===== config.mk =====
export PLATFORM = sky130hd
export DESIGN_NAME = mc_controller_flat
export DESIGN_NICKNAME = d
export VERILOG_FILES = /design/src/rtl/mc_controller_if.sv /design/src/rtl/mc_controller.sv /design/src/flat_wrapper.sv
export SDC_FILE = /design/constraint.sdc
export NUM_CORES = 1
export LEC_CHECK = 0
export CORE_ASPECT_RATIO = 2
export CORE_MARGIN = 2
export CORE_UTILIZATION = 48
export CTS_CLUSTER_DIAMETER = 150
export DETAILED_ROUTE_END_ITERATION = 6
export HOLD_SLACK_MARGIN = 0.08
export MAX_ROUTING_LAYER = met4
export PLACE_DENSITY = 0.8
export SETUP_SLACK_MARGIN = 0.05
export SLEW_MARGIN = 20
export SYNTH_ARGS = -nofsm -noshare
export SYNTH_HDL_FRONTEND = slang
export SYNTH_SLANG_ARGS = --single-unit

===== constraint.sdc =====
create_clock -name clock -period 2.5 [get_ports clock]
set_input_delay 0.25 -clock clock [delete_from_list [all_inputs] [get_ports clock]]
set_output_delay 0.25 -clock clock [all_outputs]
set_load 0.03 [all_outputs]

===== src/rtl/mc_controller_if.sv =====
`default_nettype none
// ============================================================================
// mc_controller_if : IR fields, memory handshake and datapath control lines
//                    of the multi-cycle Minisys controller.
// Revision 1.0
// ============================================================================
interface mc_controller_if #(
   parameter int CNT_W = 32
);
   logic [5:0]       Opcode;
   logic [5:0]       Function_opcode;
   logic             mem_ready;
   logic             MemReq;
   logic             IRWrite;
   logic             PCWrite;
   logic             PCWriteCond;
   logic             nBranch;
   logic [1:0]       PCSrc;
   logic [1:0]       RegDST;
   logic             ALUSrc;
   logic             MemWrite;
   logic             MemtoReg;
   logic             RegWrite;
   logic             Sftmd;
   logic             I_format;
   logic             Jr;
   logic             Jmp;
   logic             Jal;
   logic [1:0]       ALUOp;
   logic [2:0]       state;
   logic [CNT_W-1:0] retired;
   logic             mem_timeout;
   logic             illegal_op;

   modport master (
      input  Opcode, Function_opcode, mem_ready,
      output MemReq, IRWrite, PCWrite, PCWriteCond, nBranch, PCSrc, RegDST,
             ALUSrc, MemWrite, MemtoReg, RegWrite, Sftmd, I_format, Jr, Jmp,
             Jal, ALUOp, state, retired, mem_timeout, illegal_op
   );

   modport slave (
      output Opcode, Function_opcode, mem_ready,
      input  MemReq, IRWrite, PCWrite, PCWriteCond, nBranch, PCSrc, RegDST,
             ALUSrc, MemWrite, MemtoReg, RegWrite, Sftmd, I_format, Jr, Jmp,
             Jal, ALUOp, state, retired, mem_timeout, illegal_op
   );
endinterface
`default_nettype wire


===== src/rtl/mc_controller.sv =====
`default_nettype none
// ============================================================================
// mc_controller : multi-cycle MIPS control FSM (FETCH/DECODE/EXEC/MEM/WB/TRAP)
//                 with memory wait timeout and retired-instruction counter.
//                 Optional macro MC_ILLEGAL_TRAP_EN traps illegal opcodes.
// Revision 1.0
// ============================================================================
module mc_controller #(
   parameter int MEM_TIMEOUT = 16,
   parameter int CNT_W       = 32
) (
   input  wire logic       clock,
   input  wire logic       reset,
   mc_controller_if.master bus
);
   localparam int CW = $clog2(MEM_TIMEOUT);
   localparam logic [CW-1:0] c_WAIT_LAST = CW'(MEM_TIMEOUT - 1);

   localparam logic [2:0] c_FETCH  = 3'd0;
   localparam logic [2:0] c_DECODE = 3'd1;
   localparam logic [2:0] c_EXEC   = 3'd2;
   localparam logic [2:0] c_MEM    = 3'd3;
   localparam logic [2:0] c_WB     = 3'd4;
   localparam logic [2:0] c_TRAP   = 3'd5;

   logic [2:0]       r_state, w_next;
   logic [CW-1:0]    r_wait;
   logic [CNT_W-1:0] r_retired;
   logic [5:0]       r_op, r_fn;
   logic             w_retire, w_timeout, w_ill;

   // DECODE works from the live IR; later phases use the latched copy
   logic w_d_j, w_d_jal, w_d_legal;
   assign w_d_j     = (bus.Opcode == 6'b000010);
   assign w_d_jal   = (bus.Opcode == 6'b000011);
   assign w_d_legal = (bus.Opcode == 6'b000000) || (bus.Opcode[5:3] == 3'b001) ||
                      (bus.Opcode == 6'b100011) || (bus.Opcode == 6'b101011) ||
                      (bus.Opcode == 6'b000100) || (bus.Opcode == 6'b000101) ||
                      w_d_j || w_d_jal;

   logic w_r, w_i, w_lw, w_sw, w_beq, w_bne, w_jr, w_sft;
   assign w_r   = (r_op == 6'b000000);
   assign w_i   = (r_op[5:3] == 3'b001);
   assign w_lw  = (r_op == 6'b100011);
   assign w_sw  = (r_op == 6'b101011);
   assign w_beq = (r_op == 6'b000100);
   assign w_bne = (r_op == 6'b000101);
   assign w_jr  = w_r && (r_fn == 6'b001000);
   assign w_sft = w_r && (r_fn[5:3] == 3'b000);

   always_ff @(posedge clock) begin
      if (reset) begin
         r_state   <= c_FETCH;
         r_wait    <= '0;
         r_retired <= '0;
         r_op      <= '0;
         r_fn      <= '0;
      end else begin
         r_state <= w_next;
         if (w_retire) r_retired <= r_retired + CNT_W'(1);
         if (r_state == c_DECODE) begin
            r_op <= bus.Opcode;
            r_fn <= bus.Function_opcode;
         end
         if ((r_state == c_FETCH || r_state == c_MEM) && !bus.mem_ready && !w_timeout)
            r_wait <= r_wait + CW'(1);
         else
            r_wait <= '0;
      end
   end

`ifdef MC_ILLEGAL_TRAP_EN
   logic r_illegal;
   always_ff @(posedge clock) begin
      if (reset)
         r_illegal <= 1'b0;
      else if (r_state == c_DECODE && !w_d_legal)
         r_illegal <= 1'b1;
   end
   assign w_ill = r_illegal;
`else
   assign w_ill = 1'b0;
`endif

   always_comb begin
      w_next    = r_state;
      w_retire  = 1'b0;
      w_timeout = 1'b0;
      case (r_state)
         c_FETCH, c_MEM: begin
            if (bus.mem_ready) begin
               if (r_state == c_FETCH) begin
                  w_next = c_DECODE;
               end else if (w_sw) begin
                  w_next   = c_FETCH;
                  w_retire = 1'b1;
               end else begin
                  w_next = c_WB;
               end
            end else if (r_wait == c_WAIT_LAST) begin
               w_timeout = 1'b1;
               w_next    = c_FETCH;
            end
         end
         c_DECODE: begin
            if (w_d_j || w_d_jal) begin
               w_next   = c_FETCH;
               w_retire = 1'b1;
            end else if (!w_d_legal) begin
`ifdef MC_ILLEGAL_TRAP_EN
               w_next   = c_TRAP;
`else
               w_next   = c_FETCH;
               w_retire = 1'b1;
`endif
            end else begin
               w_next = c_EXEC;
            end
         end
         c_EXEC: begin
            if (w_beq || w_bne || w_jr) begin
               w_next   = c_FETCH;
               w_retire = 1'b1;
            end else if (w_lw || w_sw) begin
               w_next = c_MEM;
            end else begin
               w_next = c_WB;
            end
         end
         c_WB: begin
            w_next   = c_FETCH;
            w_retire = 1'b1;
         end
         c_TRAP:  w_next = c_TRAP;
         default: w_next = c_FETCH;
      endcase
   end

   logic       w_mem_req, w_ir_write, w_pc_write, w_pc_cond, w_nbranch;
   logic       w_alu_src, w_mem_write, w_mem_to_reg, w_reg_write, w_sftmd;
   logic       w_i_format, w_jr_o, w_jmp, w_jal;
   logic [1:0] w_pc_src, w_reg_dst, w_alu_op;

   always_comb begin
      w_mem_req    = 1'b0;
      w_ir_write   = 1'b0;
      w_pc_write   = 1'b0;
      w_pc_cond    = 1'b0;
      w_nbranch    = 1'b0;
      w_alu_src    = 1'b0;
      w_mem_write  = 1'b0;
      w_mem_to_reg = 1'b0;
      w_reg_write  = 1'b0;
      w_sftmd      = 1'b0;
      w_i_format   = 1'b0;
      w_jr_o       = 1'b0;
      w_jmp        = 1'b0;
      w_jal        = 1'b0;
      w_pc_src     = 2'b00;
      w_reg_dst    = 2'b00;
      w_alu_op     = 2'b00;
      case (r_state)
         c_FETCH: begin
            w_mem_req  = 1'b1;
            w_ir_write = bus.mem_ready;
            w_pc_write = bus.mem_ready;
         end
         c_DECODE: begin
            w_jmp = w_d_j;
            w_jal = w_d_jal;
            if (w_d_j || w_d_jal) begin
               w_pc_write = 1'b1;
               w_pc_src   = 2'b10;
            end
            if (w_d_jal) begin
               w_reg_write = 1'b1;
               w_reg_dst   = 2'b10;
            end
         end
         c_EXEC, c_MEM, c_WB: begin
            // ALU controls stay stable across the whole post-decode sequence
            w_alu_src  = w_i || w_lw || w_sw;
            w_alu_op   = {w_r || w_i, w_beq || w_bne};
            w_sftmd    = w_sft;
            w_i_format = w_i;
            if (r_state == c_EXEC) begin
               w_pc_cond = w_beq;
               w_nbranch = w_bne;
               w_jr_o    = w_jr;
               w_pc_write = w_jr;
               if (w_beq || w_bne) w_pc_src = 2'b01;
               else if (w_jr)      w_pc_src = 2'b11;
            end else if (r_state == c_MEM) begin
               w_mem_req   = 1'b1;
               w_mem_write = w_sw;
            end else begin
               w_reg_write  = 1'b1;
               w_mem_to_reg = w_lw;
               w_reg_dst    = w_r ? 2'b01 : 2'b00;
            end
         end
         default: begin
         end
      endcase
   end

   assign bus.MemReq      = w_mem_req    & ~reset;
   assign bus.IRWrite     = w_ir_write   & ~reset;
   assign bus.PCWrite     = w_pc_write   & ~reset;
   assign bus.PCWriteCond = w_pc_cond    & ~reset;
   assign bus.nBranch     = w_nbranch    & ~reset;
   assign bus.ALUSrc      = w_alu_src    & ~reset;
   assign bus.MemWrite    = w_mem_write  & ~reset;
   assign bus.MemtoReg    = w_mem_to_reg & ~reset;
   assign bus.RegWrite    = w_reg_write  & ~reset;
   assign bus.Sftmd       = w_sftmd      & ~reset;
   assign bus.I_format    = w_i_format   & ~reset;
   assign bus.Jr          = w_jr_o       & ~reset;
   assign bus.Jmp         = w_jmp        & ~reset;
   assign bus.Jal         = w_jal        & ~reset;
   assign bus.mem_timeout = w_timeout    & ~reset;
   assign bus.illegal_op  = w_ill        & ~reset;
   assign bus.PCSrc       = reset ? 2'b00 : w_pc_src;
   assign bus.RegDST      = reset ? 2'b00 : w_reg_dst;
   assign bus.ALUOp       = reset ? 2'b00 : w_alu_op;
   assign bus.state       = reset ? 3'b000 : r_state;
   assign bus.retired     = reset ? '0 : r_retired;
endmodule
`default_nettype wire


===== src/flat_wrapper.sv =====
// flat-port wrapper written by rule: the top's interface ports become plain ports
module mc_controller_flat 
#(
   parameter int MEM_TIMEOUT = 16,
   parameter int CNT_W       = 32
)
  (clock, reset, bus_Opcode, bus_Function_opcode, bus_mem_ready, bus_MemReq, bus_IRWrite, bus_PCWrite, bus_PCWriteCond, bus_nBranch, bus_PCSrc, bus_RegDST, bus_ALUSrc, bus_MemWrite, bus_MemtoReg, bus_RegWrite, bus_Sftmd, bus_I_format, bus_Jr, bus_Jmp, bus_Jal, bus_ALUOp, bus_state, bus_retired, bus_mem_timeout, bus_illegal_op);
  mc_controller_if #(.CNT_W(CNT_W)) bus_i ();
  input  wire logic clock;
  input  wire logic reset;
  input wire logic [$bits(bus_i.Opcode)-1:0] bus_Opcode;
  input wire logic [$bits(bus_i.Function_opcode)-1:0] bus_Function_opcode;
  input wire logic [$bits(bus_i.mem_ready)-1:0] bus_mem_ready;
  output wire logic [$bits(bus_i.MemReq)-1:0] bus_MemReq;
  output wire logic [$bits(bus_i.IRWrite)-1:0] bus_IRWrite;
  output wire logic [$bits(bus_i.PCWrite)-1:0] bus_PCWrite;
  output wire logic [$bits(bus_i.PCWriteCond)-1:0] bus_PCWriteCond;
  output wire logic [$bits(bus_i.nBranch)-1:0] bus_nBranch;
  output wire logic [$bits(bus_i.PCSrc)-1:0] bus_PCSrc;
  output wire logic [$bits(bus_i.RegDST)-1:0] bus_RegDST;
  output wire logic [$bits(bus_i.ALUSrc)-1:0] bus_ALUSrc;
  output wire logic [$bits(bus_i.MemWrite)-1:0] bus_MemWrite;
  output wire logic [$bits(bus_i.MemtoReg)-1:0] bus_MemtoReg;
  output wire logic [$bits(bus_i.RegWrite)-1:0] bus_RegWrite;
  output wire logic [$bits(bus_i.Sftmd)-1:0] bus_Sftmd;
  output wire logic [$bits(bus_i.I_format)-1:0] bus_I_format;
  output wire logic [$bits(bus_i.Jr)-1:0] bus_Jr;
  output wire logic [$bits(bus_i.Jmp)-1:0] bus_Jmp;
  output wire logic [$bits(bus_i.Jal)-1:0] bus_Jal;
  output wire logic [$bits(bus_i.ALUOp)-1:0] bus_ALUOp;
  output wire logic [$bits(bus_i.state)-1:0] bus_state;
  output wire logic [$bits(bus_i.retired)-1:0] bus_retired;
  output wire logic [$bits(bus_i.mem_timeout)-1:0] bus_mem_timeout;
  output wire logic [$bits(bus_i.illegal_op)-1:0] bus_illegal_op;
  assign bus_i.Opcode = bus_Opcode;
  assign bus_i.Function_opcode = bus_Function_opcode;
  assign bus_i.mem_ready = bus_mem_ready;
  assign bus_MemReq = bus_i.MemReq;
  assign bus_IRWrite = bus_i.IRWrite;
  assign bus_PCWrite = bus_i.PCWrite;
  assign bus_PCWriteCond = bus_i.PCWriteCond;
  assign bus_nBranch = bus_i.nBranch;
  assign bus_PCSrc = bus_i.PCSrc;
  assign bus_RegDST = bus_i.RegDST;
  assign bus_ALUSrc = bus_i.ALUSrc;
  assign bus_MemWrite = bus_i.MemWrite;
  assign bus_MemtoReg = bus_i.MemtoReg;
  assign bus_RegWrite = bus_i.RegWrite;
  assign bus_Sftmd = bus_i.Sftmd;
  assign bus_I_format = bus_i.I_format;
  assign bus_Jr = bus_i.Jr;
  assign bus_Jmp = bus_i.Jmp;
  assign bus_Jal = bus_i.Jal;
  assign bus_ALUOp = bus_i.ALUOp;
  assign bus_state = bus_i.state;
  assign bus_retired = bus_i.retired;
  assign bus_mem_timeout = bus_i.mem_timeout;
  assign bus_illegal_op = bus_i.illegal_op;
  mc_controller #(.MEM_TIMEOUT(MEM_TIMEOUT), .CNT_W(CNT_W)) u_core (.clock(clock), .reset(reset), .bus(bus_i));
endmodule

## Word-level counts from Yosys, hierarchy flattened

Cells that the tools add are included.

| storage, ports and cells | value |
|---|---|
| flip-flop bits (word level) | 51 |
| word-level logic and storage cells | 134 |

| operators by class | value |
|---|---|
| multiplexer cells | 62 |
| reductions and logical operators | 28 |
| equal/unequal tests | 20 |
| add/subtract/negate cells | 2 |
| bitwise operators | 17 |

Operator list:

| kind | number |
|---|---|
| 1-bit 2-to-1 mux | 34 |
| 32-bit by 1-bit adder with 32-bit output, second input constant | 1 |
| 32-bit 2-to-1 mux | 1 |
| 6-bit by 3-bit equality test with 1-bit output, second input constant | 4 |
| 6-bit equality test, second input constant | 4 |
| 2-bit 2-to-1 mux | 12 |
| 3-bit 2-to-1 mux | 8 |
| 1-bit bitwise AND | 15 |
| 1-bit logical OR | 15 |
| 6-bit by 2-bit equality test with 1-bit output, second input constant | 2 |
| 6-bit logical NOT | 2 |
| 3-bit case mux with 4 select lines | 1 |
| 3-bit by 1-bit equality test with 1-bit output, second input constant | 3 |
| 2-bit case mux with 2 select lines | 2 |
| 3-bit by 2-bit equality test with 1-bit output, second input constant | 2 |
| 3-bit equality test, second input constant | 2 |
| 6-bit by 4-bit equality test with 1-bit output, second input constant | 1 |
| 3-bit logical NOT | 2 |
| 4-bit by 1-bit adder with 4-bit output, second input constant | 1 |
| 4-bit equality test, second input constant | 1 |
| 1-bit logical AND | 4 |
| 1-bit case mux with 2 select lines | 2 |
| 1-bit case mux with 4 select lines | 1 |
| 2-bit OR reduction | 2 |
| other kinds (5) | 7 |

## Depth between registers and ports, before layout

Gate-level depths: netlist of run 1.

| depth | value |
|---|---|
| word-level depth | 11 |
| depth in mapped cells | 8 |

## Worst setup path after synthesis of run 1

Ideal clock, no wire load.

| timing path | value |
|---|---|
| kind | reg-to-output |
| start point | register u_core.r_state[2] |
| end point | output bus_RegWrite |
| required time | 2.250 ns |
| path buffers | 1 |
| data arrival time | 2.250 ns |
| slack | 0.000 ns |
| cell stages (with the launch flop) | 8 |
| cells stage by stage | dfxtp_1 buf_2 nand2b_4 or2_4 nor2_1 nand4_2 or4b_2 a21oi_1 |

| between the ends | value |
|---|---|
| word-level cells in the longest chain between the ends | 5 |
| elaborated cells between the ends (all ways) | 9 |
| classes of those cells | 4 x eq/ne; 3 x mux; 1 x bitwise; 1 x reduce/logical |

Ends and longest elaborated chain:

| element | line | source |
|---|---|---|
| start, declared | mc_controller.sv:26 | `logic [2:0] r_state, w_next;` |
| start signal, assigned | mc_controller.sv:53 | `r_state <= c_FETCH;` |
| start signal, assigned | mc_controller.sv:59 | `r_state <= w_next;` |
| 3-bit by 2-bit equality test with 1-bit output | mc_controller.sv:162, mc_controller.sv:193 |  |
| 1-bit 2-to-1 mux | mc_controller.sv:193 | `end else if (r_state == c_MEM) begin` |
| 1-bit 2-to-1 mux | mc_controller.sv:186 | `if (r_state == c_EXEC) begin` |
| 1-bit case mux with 2 select lines * | mc_controller.sv:162 | `case (r_state)` |
| 1-bit bitwise AND * | mc_controller.sv:215 | `assign bus.RegWrite = w_reg_write & ~reset;` |
| end, declared | flat_wrapper.sv:24 | `output wire logic [$bits(bus_i.RegWrite)-1:0] bus_RegWrite;` |

Mark *: on every way between the ends. The rest lies on a longest branch, timed or not.

## Worst setup path after layout of run 1

| timing path | value |
|---|---|
| start point | register u_core.r_state[2] |
| end point | output bus_Jal |

| between the ends | value |
|---|---|
| word-level cells in the longest chain between the ends | 3 |

Ends and longest elaborated chain:

| element | line | source |
|---|---|---|
| 3-bit by 1-bit equality test with 1-bit output | mc_controller.sv:162 |  |
| 1-bit 2-to-1 mux | mc_controller.sv:162 |  |
| 1-bit bitwise AND | mc_controller.sv:220 | `assign bus.Jal = w_jal & ~reset;` |
| end, declared | flat_wrapper.sv:29 | `output wire logic [$bits(bus_i.Jal)-1:0] bus_Jal;` |

No other way between the ends.

==> metrics, run 1 <==
Arrival @ worst endpoint 2140 ps; crit end category primary output; Die W between 50 and 60 microns; synthesized instance count 388; number of flops mapped to enable cells by yosys 0; initial antenna violation count 0; fin util 66.4%; first-pass GRT wire length 12600 microns; Flop pwr share approximately half; CTS root buf clkbuf_16; Max FO, Critical Path 5; Filler cells 530; Max Clock Skew 4.85 ps; CTS Buf Count 5; startpoint types flop; hold_ws 453 ps; nets 473; yosys warns 0; Post-Place Setup Slack slightly above 100 ps; Crit Path Class reg -> out; DRT iter0 DRCs 120; io pins 72; post-DR wirelength/cell 15.3 microns; CTS tree yes; CTS max path bufs 2; status completed; Syn Nets 405; FF+latch count, synth 51; Main synth FF type dfxtp_1; Hold Path Depth 1; drt pass-1 iters 4; Avg Cell Area, Syn around 7.7 sq um; std cell rows 40; worst skew pair latency between 200 and 300 ps; vias in the first global route between 2000 and 3000; Die ar. between 6000 and 7000 sq um; Max VDD drop 390 uV; Pint approximately 1300 uW; commonest non-fill, non-tap cell in the layout clkdlybuf4s50_1; Synth Cell Area 2980 sq um; Fin. Hold Viols 0; PnR Total Power 1740 uW; Vias/cell 5.77; MaxCap Viol Count 0; HP Class reg -> reg; leakage power 0.00156 uW; H-tree levels 2; vias between 2000 and 3000; setup slack, reg-to-reg 290 ps; Comb pwr share between 10 and 15%; gpl congestion 0.956; total routed wirelength 7950 microns; worst hold start u_core.r_wait[0]$_SDFF_PP0_; async set-reset flop share out of synthesis 0%; fin crit period ~2400 ps; Net Sw Power 429 uW; hold path endpoint u_core.r_wait[0]$_SDFF_PP0_; GRT Total Usage 24.5%; RR Endpoint u_core.r_retired[12]$_SDFFE_PP0P_; # diodes 0; PortBufs 70; count of final setup violators 0; crit share post-route 95.5%; sequential element share of the synthesized area 34.3%; sw frac 24.7%; Slew Limit Fails 0; Die Y-Extent 115 microns; layout cell share with drive strength beyond 1 11.8%; CTS clk-pin slew, worst paths 60 ps; Req. time, crit path about 2300 ps; RSZ-0062 raised after global routing yes; Detail Placement HPWL 6000 microns; remaining global-route overflow 0; relative slew slack 52.0%; pin count of the biggest net entering global routing 41; Clock power frac 39.1%; Starting Density between 40 and 50%; Peak Freq 0.419 GHz; core area 6010 sq um; post-synthesis cell type count 50; Worst Slack Setup Final 113 ps; Post-Route Setup TNS 0 ps; reg2reg start u_core.r_op[0]$_SDFFE_PP0N_; area delta synth->final 33.8%; cts-stage hold buffer count 0; drt drc 0; R2R cell count 7; P per Cell Area 436 nW/um^2; post-route ant nets 0; Worst-Margin Slew ~720 ps; Sink Count approximately 50; most frequent cells in the layout clkdlybuf4s50_1, nand2_1, dfxtp_1
-- routing by layer --
| metal | wire, microns | part of all wire, % | GRT usage, % | vias to the layer above |
|---|---|---|---|---|
| met3 | 347 | 4.4 | 3.37 | 29 |
| met1 | 2970 | 37 | 24.2 | 1370 |
| li1 | - | - | - | 1495 |
| met5 | 0 | 0 | - | - |
| met2 | 4330 | 54 | 44.7 | 103 |
| met4 | 298 | 3.7 | 11.9 | 0 |
-- timing repair --
item / CTS / global route
pin swaps: 2 / 1
setup endpoints to repair: 16 / 13
resized for setup: 14 / 8
cloned: 0 / 0
buffers inserted: 1 / 1
-- stage by stage --
step | cell area [sq um] | std cells
after floorplan | 2980 | 388
after global placement | 3760 | 510
after detailed placement | 3760 | 510
after CTS | 3960 | 518
after global routing | 3990 | 519
final | 3990 | 519
-- Yosys cell counts, types with 2 or more instances --
master | n | area (sq um)
dfxtp_1 | 51 | 1020
nand2_1 | 49 | 184
nor2b_1 | 39 | 244
a21oi_1 | 38 | 190
nor2_1 | 34 | 128
o21ai_0 | 17 | 85.1
nand3_1 | 15 | 75.1
and3_1 | 13 | 81.3
or3_1 | 12 | 75.1
clkbuf_1 | 11 | 41.3
nor3_1 | 11 | 55.1
and2_1 | 10 | 62.6
mux2_2 | 9 | 101
or4_1 | 9 | 67.6
nand4_1 | 8 | 50.1
buf_1 | 6 | 22.5
o31ai_1 | 6 | 45.0
inv_1 | 4 | 15.0
buf_2 | 3 | 15.0
buf_4 | 3 | 22.5
nand3b_1 | 3 | 22.5
xor2_1 | 3 | 26.3
a21o_1 | 2 | 15.0
and4_1 | 2 | 17.5
ha_1 | 2 | 25.0
nor3b_1 | 2 | 15.0
nor4b_1 | 2 | 17.5
o21a_1 | 2 | 15.0
-- cells by family (layout without fill, tap and decap cells) --
group	Yosys count	count (layout)	share of synthesized area [%]
compound gates	72	72	14.8
buf+inv	28	96	4.29
fa+ha+maj	2	2	0.840
flops	51	51	34.3
mux	10	10	3.74
other cells	1	1	0.126
simple gates	220	220	40.7
xor+xnor	4	4	1.18
-- power by group through the flow --
stage	sequential, uW	combinational (uW)	clock (uW)
final	842	216	679
after global routing	844	234	721
after CTS	842	215	692
after detailed placement	859	211	0
after global placement	858	208	0
after floorplan	856	133	0
-- area by class of cell --
class / count / area, sq um / share of cell area [%]
clock inverter: 1 / 5.00 / 0.126
sequential: 51 / 1020 / 25.7
inverter: 4 / 15.0 / 0.377
tap: 63 / 78.8 / 1.98
multi-input combinational: 309 / 1880 / 47.2
clock buffer: 6 / 139 / 3.49
timing repair buffer: 85 / 842 / 21.1
-- flip-flops by register name (all words and copies together) (netlist names) --
register,count
u_core.r_fn,6
u_core.r_state,3
u_core.r_wait,4
u_core.r_op,6
u_core.r_retired,32
-- how the worst max path moves through the flow --
stage | start | endpoint | slack, ps | cells after the start
floorplan | u_core.r_state[1]$_SDFFE_PP0P_ | bus_mem_timeout | 160 | 5
global placement | u_core.r_fn[5]$_SDFFE_PP0N_ | bus_PCWrite | 120 | 6
detailed placement | bus_Opcode[1] | u_core.r_retired[12]$_SDFFE_PP0P_ | 100 | 7
CTS | u_core.r_state[2]$_SDFFE_PP0P_ | bus_RegWrite | 50 | 7
global route | u_core.r_state[2]$_SDFFE_PP0P_ | bus_PCWrite | 30 | 9
finish | u_core.r_state[2]$_SDFFE_PP0P_ | bus_Jal | 110 | 6
-- worst max-delay path, stage by stage, from the launching register on --
cell and delay (ps):
dfxtp_1 310, nand2b_4 160, or2_4 250, nor2_4 110, nand4_4 120, nor3b_1 210, clkdlybuf4s50_1 690
Power figures use the tool's default switching activity.
==> run 2: changes to the inputs <==
- ABC_CLOCK_PERIOD_IN_PS: not set -> 2500
==> results of run 2 <==
No change in the layout: final DEF, timing and power equal those of run 1.
